**config.mk**
```make
export PLATFORM = sky130hd
export DESIGN_NAME = spi_master
export DESIGN_NICKNAME = d
export VERILOG_FILES = /design/src/rtl/spi_pkg.sv /design/src/rtl/spi_clk_gen.sv /design/src/rtl/tree_decoder.sv /design/src/rtl/spi_master.sv
export SDC_FILE = /design/constraint.sdc
export NUM_CORES = 1
export LEC_CHECK = 0
export ABC_AREA = 1
export CAP_MARGIN = 10
export CORE_UTILIZATION = 45
export CTS_CLUSTER_SIZE = 16
export DETAILED_ROUTE_END_ITERATION = 12
export GPL_TIMING_DRIVEN = 0
export PLACE_DENSITY_LB_ADDON = 0.3
export SLEW_MARGIN = 0
export SYNTH_ARGS = -nofsm -noshare
export SYNTH_HDL_FRONTEND = slang
export SYNTH_SLANG_ARGS = --single-unit
```
**constraint.sdc**
```tcl
create_clock -name clk -period 2.2 [get_ports clk]
set_input_delay 0.44 -clock clk [delete_from_list [all_inputs] [get_ports clk]]
set_output_delay 0.44 -clock clk [all_outputs]
set_load 0.005 [all_outputs]
```
**src/rtl/spi_pkg.sv**
```systemverilog
// SPI initiator shared types and sizing helpers.
// Also provides the `MAX macro used for port sizing.
`define MAX(a, b) ((a) > (b) ? (a) : (b))

package spi_pkg;

  typedef enum logic [1:0] {
    IDLE,
    ACTIVE,
    HOLD
  } state_t;

  function automatic int n_shifts(input int ww, input int sw);
    return ww / sw;
  endfunction

  // Edge counter must hold 2N+1 (HOLD expiry bumps it once more)
  function automatic int edge_w(input int ww, input int sw);
    return $clog2(2 * (ww / sw) + 1);
  endfunction

endpackage

```
**src/rtl/spi_clk_gen.sv**
```systemverilog
// SPI half-period timer and SCLK edge counter.
// Cleared by load; counts only while run is high.
module spi_clk_gen
  import spi_pkg::*;
#(
  parameter int word_width = 8,
  parameter int send_width = 1,
  parameter int div_width  = 8
) (
  input  logic                   clk,
  input  logic                   rst_n,
  input  logic                   load,
  input  logic                   run,
  input  logic [div_width-1:0]   div,
  output logic                   tick,
  output logic [edge_w(word_width, send_width)-1:0] k_idx,
  output logic                   last
);

  localparam int KW = edge_w(word_width, send_width);
  localparam int NE = 2 * n_shifts(word_width, send_width);

  logic [div_width-1:0] cnt_q;
  logic [KW-1:0]        k_q;

  assign tick  = run && (cnt_q == div);
  assign k_idx = k_q + 1'b1;
  assign last  = tick && (k_idx == KW'(NE));

  always_ff @(posedge clk or negedge rst_n) begin
    if (!rst_n) begin
      cnt_q <= '0;
      k_q   <= '0;
    end else if (load) begin
      cnt_q <= '0;
      k_q   <= '0;
    end else if (tick) begin
      cnt_q <= '0;
      k_q   <= k_idx;
    end else if (run) begin
      cnt_q <= cnt_q + 1'b1;
    end
  end

endmodule

```
**src/rtl/tree_decoder.sv**
```systemverilog
// Enabled binary-to-one-hot decoder.
// Indices with no matching output decode to all zeros.
module tree_decoder #(
  parameter int IN_W  = 2,
  parameter int OUT_W = 4
) (
  input  logic             en,
  input  logic [IN_W-1:0]  sel,
  output logic [OUT_W-1:0] dec
);

  always_comb begin
    dec = '0;
    for (int i = 0; i < OUT_W; i++) begin
      dec[i] = en && (sel == IN_W'(i));
    end
  end

endmodule

```
**src/rtl/spi_master.sv**
```systemverilog
// Clocked SPI initiator: start/ready in, rx_valid out.
// Mode, divider and slave index are frozen per word.
module spi_master
  import spi_pkg::*;
#(
  parameter int word_width = 8,
  parameter int send_width = 1,
  parameter int SS_width   = 1,
  parameter int div_width  = 8
) (
  input  logic                                 clk,
  input  logic                                 rst_n,
  input  logic                                 cpol,
  input  logic                                 cpha,
  input  logic [div_width-1:0]                 clk_div,
  input  logic [$clog2(`MAX(SS_width, 2))-1:0] ss_sel,
  input  logic                                 start,
  input  logic [word_width-1:0]                tx_data,
  output logic                                 ready,
  output logic [word_width-1:0]                rx_data,
  output logic                                 rx_valid,
  output logic                                 SCLK,
  output logic [send_width-1:0]                SD_OUT,
  input  logic [send_width-1:0]                SD_IN,
  output logic [SS_width-1:0]                  SS_OUT
);

  localparam int KW = edge_w(word_width, send_width);
  localparam int SW = $clog2(`MAX(SS_width, 2));

  if (word_width % send_width != 0) begin : g_chk
    $error("word_width must be a multiple of send_width");
  end

  state_t state_q, state_d;

  logic                  go, tick, last, hold_done;
  logic                  odd, smp, shf;
  logic [KW-1:0]         k_idx;
  logic [word_width-1:0] shreg, rx_sh, rx_nxt;
  logic                  cpol_q, cpha_q;
  logic [div_width-1:0]  div_q;
  logic [SW-1:0]         sel_q, sel_d;
  logic [SS_width-1:0]   dec;

  assign go        = start && ready;
  assign hold_done = (state_q == HOLD) && tick;
  assign SD_OUT    = shreg[word_width-1 -: send_width];
  assign rx_nxt    = (rx_sh << send_width) | word_width'(SD_IN);
  assign sel_d     = go ? ss_sel : sel_q;

  spi_clk_gen #(
    .word_width(word_width),
    .send_width(send_width),
    .div_width (div_width)
  ) u_clk_gen (
    .clk  (clk),
    .rst_n(rst_n),
    .load (go),
    .run  (state_q != IDLE),
    .div  (div_q),
    .tick (tick),
    .k_idx(k_idx),
    .last (last)
  );

  tree_decoder #(
    .IN_W (SW),
    .OUT_W(SS_width)
  ) u_ss_dec (
    .en (state_d != IDLE),
    .sel(sel_d),
    .dec(dec)
  );

  always_ff @(posedge clk or negedge rst_n) begin
    if (!rst_n) state_q <= IDLE;
    else        state_q <= state_d;
  end

  always_comb begin
    state_d = state_q;
    unique case (state_q)
      IDLE:    if (go)   state_d = ACTIVE;
      ACTIVE:  if (last) state_d = HOLD;
      HOLD:    if (tick) state_d = IDLE;
      default:           state_d = IDLE;
    endcase
  end

  // cpha=0: sample odd edges; cpha=1: sample even edges
  always_comb begin
    odd = k_idx[0];
    smp = 1'b0;
    shf = 1'b0;
    if (state_q == ACTIVE && tick) begin
      smp = cpha_q ? !odd : odd;
      shf = cpha_q ? (odd && k_idx != KW'(1)) : (!odd && !last);
    end
  end

  always_ff @(posedge clk or negedge rst_n) begin
    if (!rst_n) begin
      ready    <= 1'b1;
      rx_valid <= 1'b0;
      rx_data  <= '0;
      SCLK     <= 1'b0;
      SS_OUT   <= '0;
      shreg    <= '0;
      rx_sh    <= '0;
      cpol_q   <= 1'b0;
      cpha_q   <= 1'b0;
      div_q    <= '0;
      sel_q    <= '0;
    end else begin
      ready    <= (state_d == IDLE);
      rx_valid <= 1'b0;
      SS_OUT   <= dec;
      if (state_q == IDLE) SCLK <= cpol;
      else if (state_q == ACTIVE && tick) SCLK <= ~SCLK;
      else if (hold_done) SCLK <= cpol_q;
      if (go) begin
        shreg  <= tx_data;
        rx_sh  <= '0;
        cpol_q <= cpol;
        cpha_q <= cpha;
        div_q  <= clk_div;
        sel_q  <= ss_sel;
      end
      if (shf) shreg <= shreg << send_width;
      if (smp) rx_sh <= rx_nxt;
      if (hold_done) begin
        rx_data  <= rx_sh;
        rx_valid <= 1'b1;
      end
    end
  end

endmodule
```
==> flow_summary.json <==
{
  "status": "finished clean",
  "regArea_um2": 1350,
  "post_route_cells_drive_above_1_share_pct": 6.85,
  "rsz0062_at_grt": "false",
  "fin_cells": 437,
  "num_vias": 2117,
  "yosysMostFrequentCell": "nand2_1",
  "start_util_pct": 46.6,
  "cp.arrival_ns": 2.19,
  "synth_ff_type": "dfrtp_1",
  "cts_buffers": 5,
  "drc": 0,
  "yosysTopAreaCell": "dfrtp_1",
  "clk_latency_ns": 0.31,
  "synthArstFlopShare_pct": 100,
  "highest-signal-layer": "met4",
  "fin_nets": 391,
  "fmax_ghz": 0.501,
  "drtPass1Iterations": 4,
  "path_max_fanout": 10,
  "coreArea_um2": 5510,
  "netlist_top_cells_count": "109 x nand2_1, 53 x dfrtp_1, 42 x inv_1",
  "antenna_found_initial": 0,
  "syn_avg_cell_area_um2": 8.04,
  "finalMaxSlewViolations": 0,
  "ioPinCount": 36,
  "max-vdd-ir-drop_mv": 0.281,
  "fin_util_pct": 56.8,
  "wirelength_met1_um": 2430,
  "cp-end-kind": "flop",
  "cts_tree": "yes",
  "cts_sinks": 54,
  "first_global_vias": 1964,
  "finalSetupViolations": 0,
  "drt-total-wl_um": 4960,
  "viasPerCell": 4.84,
  "cts-root-buf": "clkbuf_8",
  "finalCriticalPeriod_ns": 2.00,
  "startpoint_type": "flop",
  "dp.cells": 427,
  "rows": 27,
  "grt_first_pass_wirelength_um": 8690,
  "multi_input_area_um2": 1000,
  "synth-edff-count": 0,
  "clk_pin_slew_ns": 0.09,
  "hpwl_um": 3670,
  "synth_area_leaders": "dfrtp_1 52%, nand2_1 16%, inv_1 6.1%, o21ai_0 4.9%, nand3_1 4.7%",
  "min_period_over_period_pct": 90.8,
  "grt_max_degree": 36,
  "synth-seq-area-share_pct": 52.7,
  "cap_violations": 0,
  "gp_congestion": 0.751,
  "critical_path_class": "reg2reg",
  "dp_slack_ns": 0.142,
  "hp-class": "in2async",
  "postSynthCellCount": 319,
  "fp.dieH_um": 77.5,
  "postRouteAntennaNets": 0,
  "holdWs_ns": 0.0764,
  "wl_met3_um": 176,
  "synth_nets": 346,
  "drt_iter0_drc": 97,
  "htree_levels": 2,
  "finalHoldViolCount": 0,
  "setup_ws_ns": 0.202,
  "clockBufferDepth": 2,
  "total_leakage_power_nw": 1.56,
  "wl_met2_um": 2310,
  "p_total_mw": 1.59,
  "n_antenna_cell": 0,
  "overflow": 0,
  "portBuffers": 35,
  "yosys_warnings": 0,
  "synthDistinctLibCells": 29,
  "synth_top_area_share_pct": 51.7,
  "p_per_area_nw_per_um2": 508,
  "holdBufCountCts": 0,
  "worst_pin_slew_ns": 0.511,
  "area_growth_pct": 21.9,
  "clock_skew_ns": 0.00945,
  "synth-seq-cells": 54,
  "worstPathRequired_ns": 2.39,
  "grt_usage_pct": 18.3,
  "wl_per_cell_um": 11.3,
  "fill_cells": 532,
  "die_area_um2": 6010,
  "syn_area_um2": 2570,
  "maxSlewHeadroom_pct": 65.9,
  "die_w_um": 77.5
}
==> sequential cells by signal (all words and copies together) (netlist names) <==
register         flops
SS_OUT               1
rx_data              8
shreg                8
ready                1
u_clk_gen.cnt_q      8
cpol_q               1
SCLK                 1
sel_q                1
u_clk_gen.k_q        5
rx_sh                8
state_q              2
cpha_q               1
rx_valid             1
div_q                8
==> layout by cell type (no fill, tap or decap), types with 3 or more instances in the layout <==
master             n
dfrtp_1           52
o21ai_0           24
clkbuf_1           5
clkdlybuf4s50_1   34
xor2_1             3
nand2_1          109
nor2_1            15
ha_1               4
clkbuf_8           5
nand3_1           24
nand4_1            5
o22ai_1            8
buf_4              3
a21oi_1            4
inv_1             42
==> worst max-delay path: stages, from the launching register on <==
cell and delay (ns):
dfrtp_1 0.45, ha_1 0.25, inv_1 0.07, nand2_1 0.05
nand2_1 0.08, nand3_1 0.13, nor2_2 0.17, nand3_2 0.10
nand2_2 0.09, nand2_4 0.09, nand2_4 0.11, buf_6 0.14
nand2_1 0.05, nand2_1 0.06, nand2_1 0.05
==> cell families (layout without fill, tap and decap cells) <==
family | after synthesis | count (layout) | synth area share (%)
AOI/OAI and AO/OA | 41 | 41 | 8.78
xor gates and xnor gates | 3 | 3 | 1.02
adders and majority gates | 4 | 4 | 1.95
buffers and inverters | 53 | 99 | 8.24
DFF | 54 | 54 | 52.7
and+or+nand+nor | 164 | 164 | 27.3
==> what timing repair did <==
action | CTS | global route
buffers inserted | 0 | 2
setup endpoints to repair | 0 | 7
gates resized for setup | 0 | 3
==> routing by layer <==
metal,vias up,global-route usage (%)
met2,34,30.1
li1,1100,-
met4,0,4.53
met1,977,24.5
met5,-,0
met3,6,4.24
==> stage by stage <==
| stage | TNS [ns] | instance area, µm² |
|---|---|---|
| floorplan | 0 | 2570 |
| global placement | -50.98 | 3010 |
| detailed placement | 0 | 3020 |
| CTS | 0 | 3110 |
| global route | 0 | 3130 |
| finish | 0 | 3130 |
==> path summary, 6_finish.rpt <==
| kind | start | end | slack, ns | cells after the start |
|---|---|---|---|---|
| max in group asynchronous | rst_n | u_clk_gen.k_q[0] | 1.57 | 2 |
| worst min-delay path | rst_n | div_q[6] | 0.08 | 1 |
| worst min register to register | sel_q | sel_q | 0.48 | 2 |
| worst max-delay path | u_clk_gen.k_q[1] | shreg[5] | 0.20 | 14 |
| worst max register to register | u_clk_gen.k_q[1] | shreg[5] | 0.20 | 14 |
| min in group clk | sel_q | sel_q | 0.48 | 2 |
==> layout make-up <==
type | count | share of cell area, %
sequential | 54 | 43.3
clock buffer | 6 | 2.32
clock inverter | 2 | 0.480
timing repair buffer | 38 | 12.2
multi-input combinational | 212 | 32.1
tap | 72 | 2.88
buffer | 8 | 1.36
inverter | 45 | 5.40
==> where the power goes <==
group,internal (mW),leakage (nW),total (mW),switching [mW]
combinational,0.0363,0.879,0.0605,0.0242
sequential,0.992,0.641,0.992,0
clock,0.225,0.0374,0.536,0.311
total,1.25,1.56,1.59,0.336
Power figures use the tool's default switching activity.
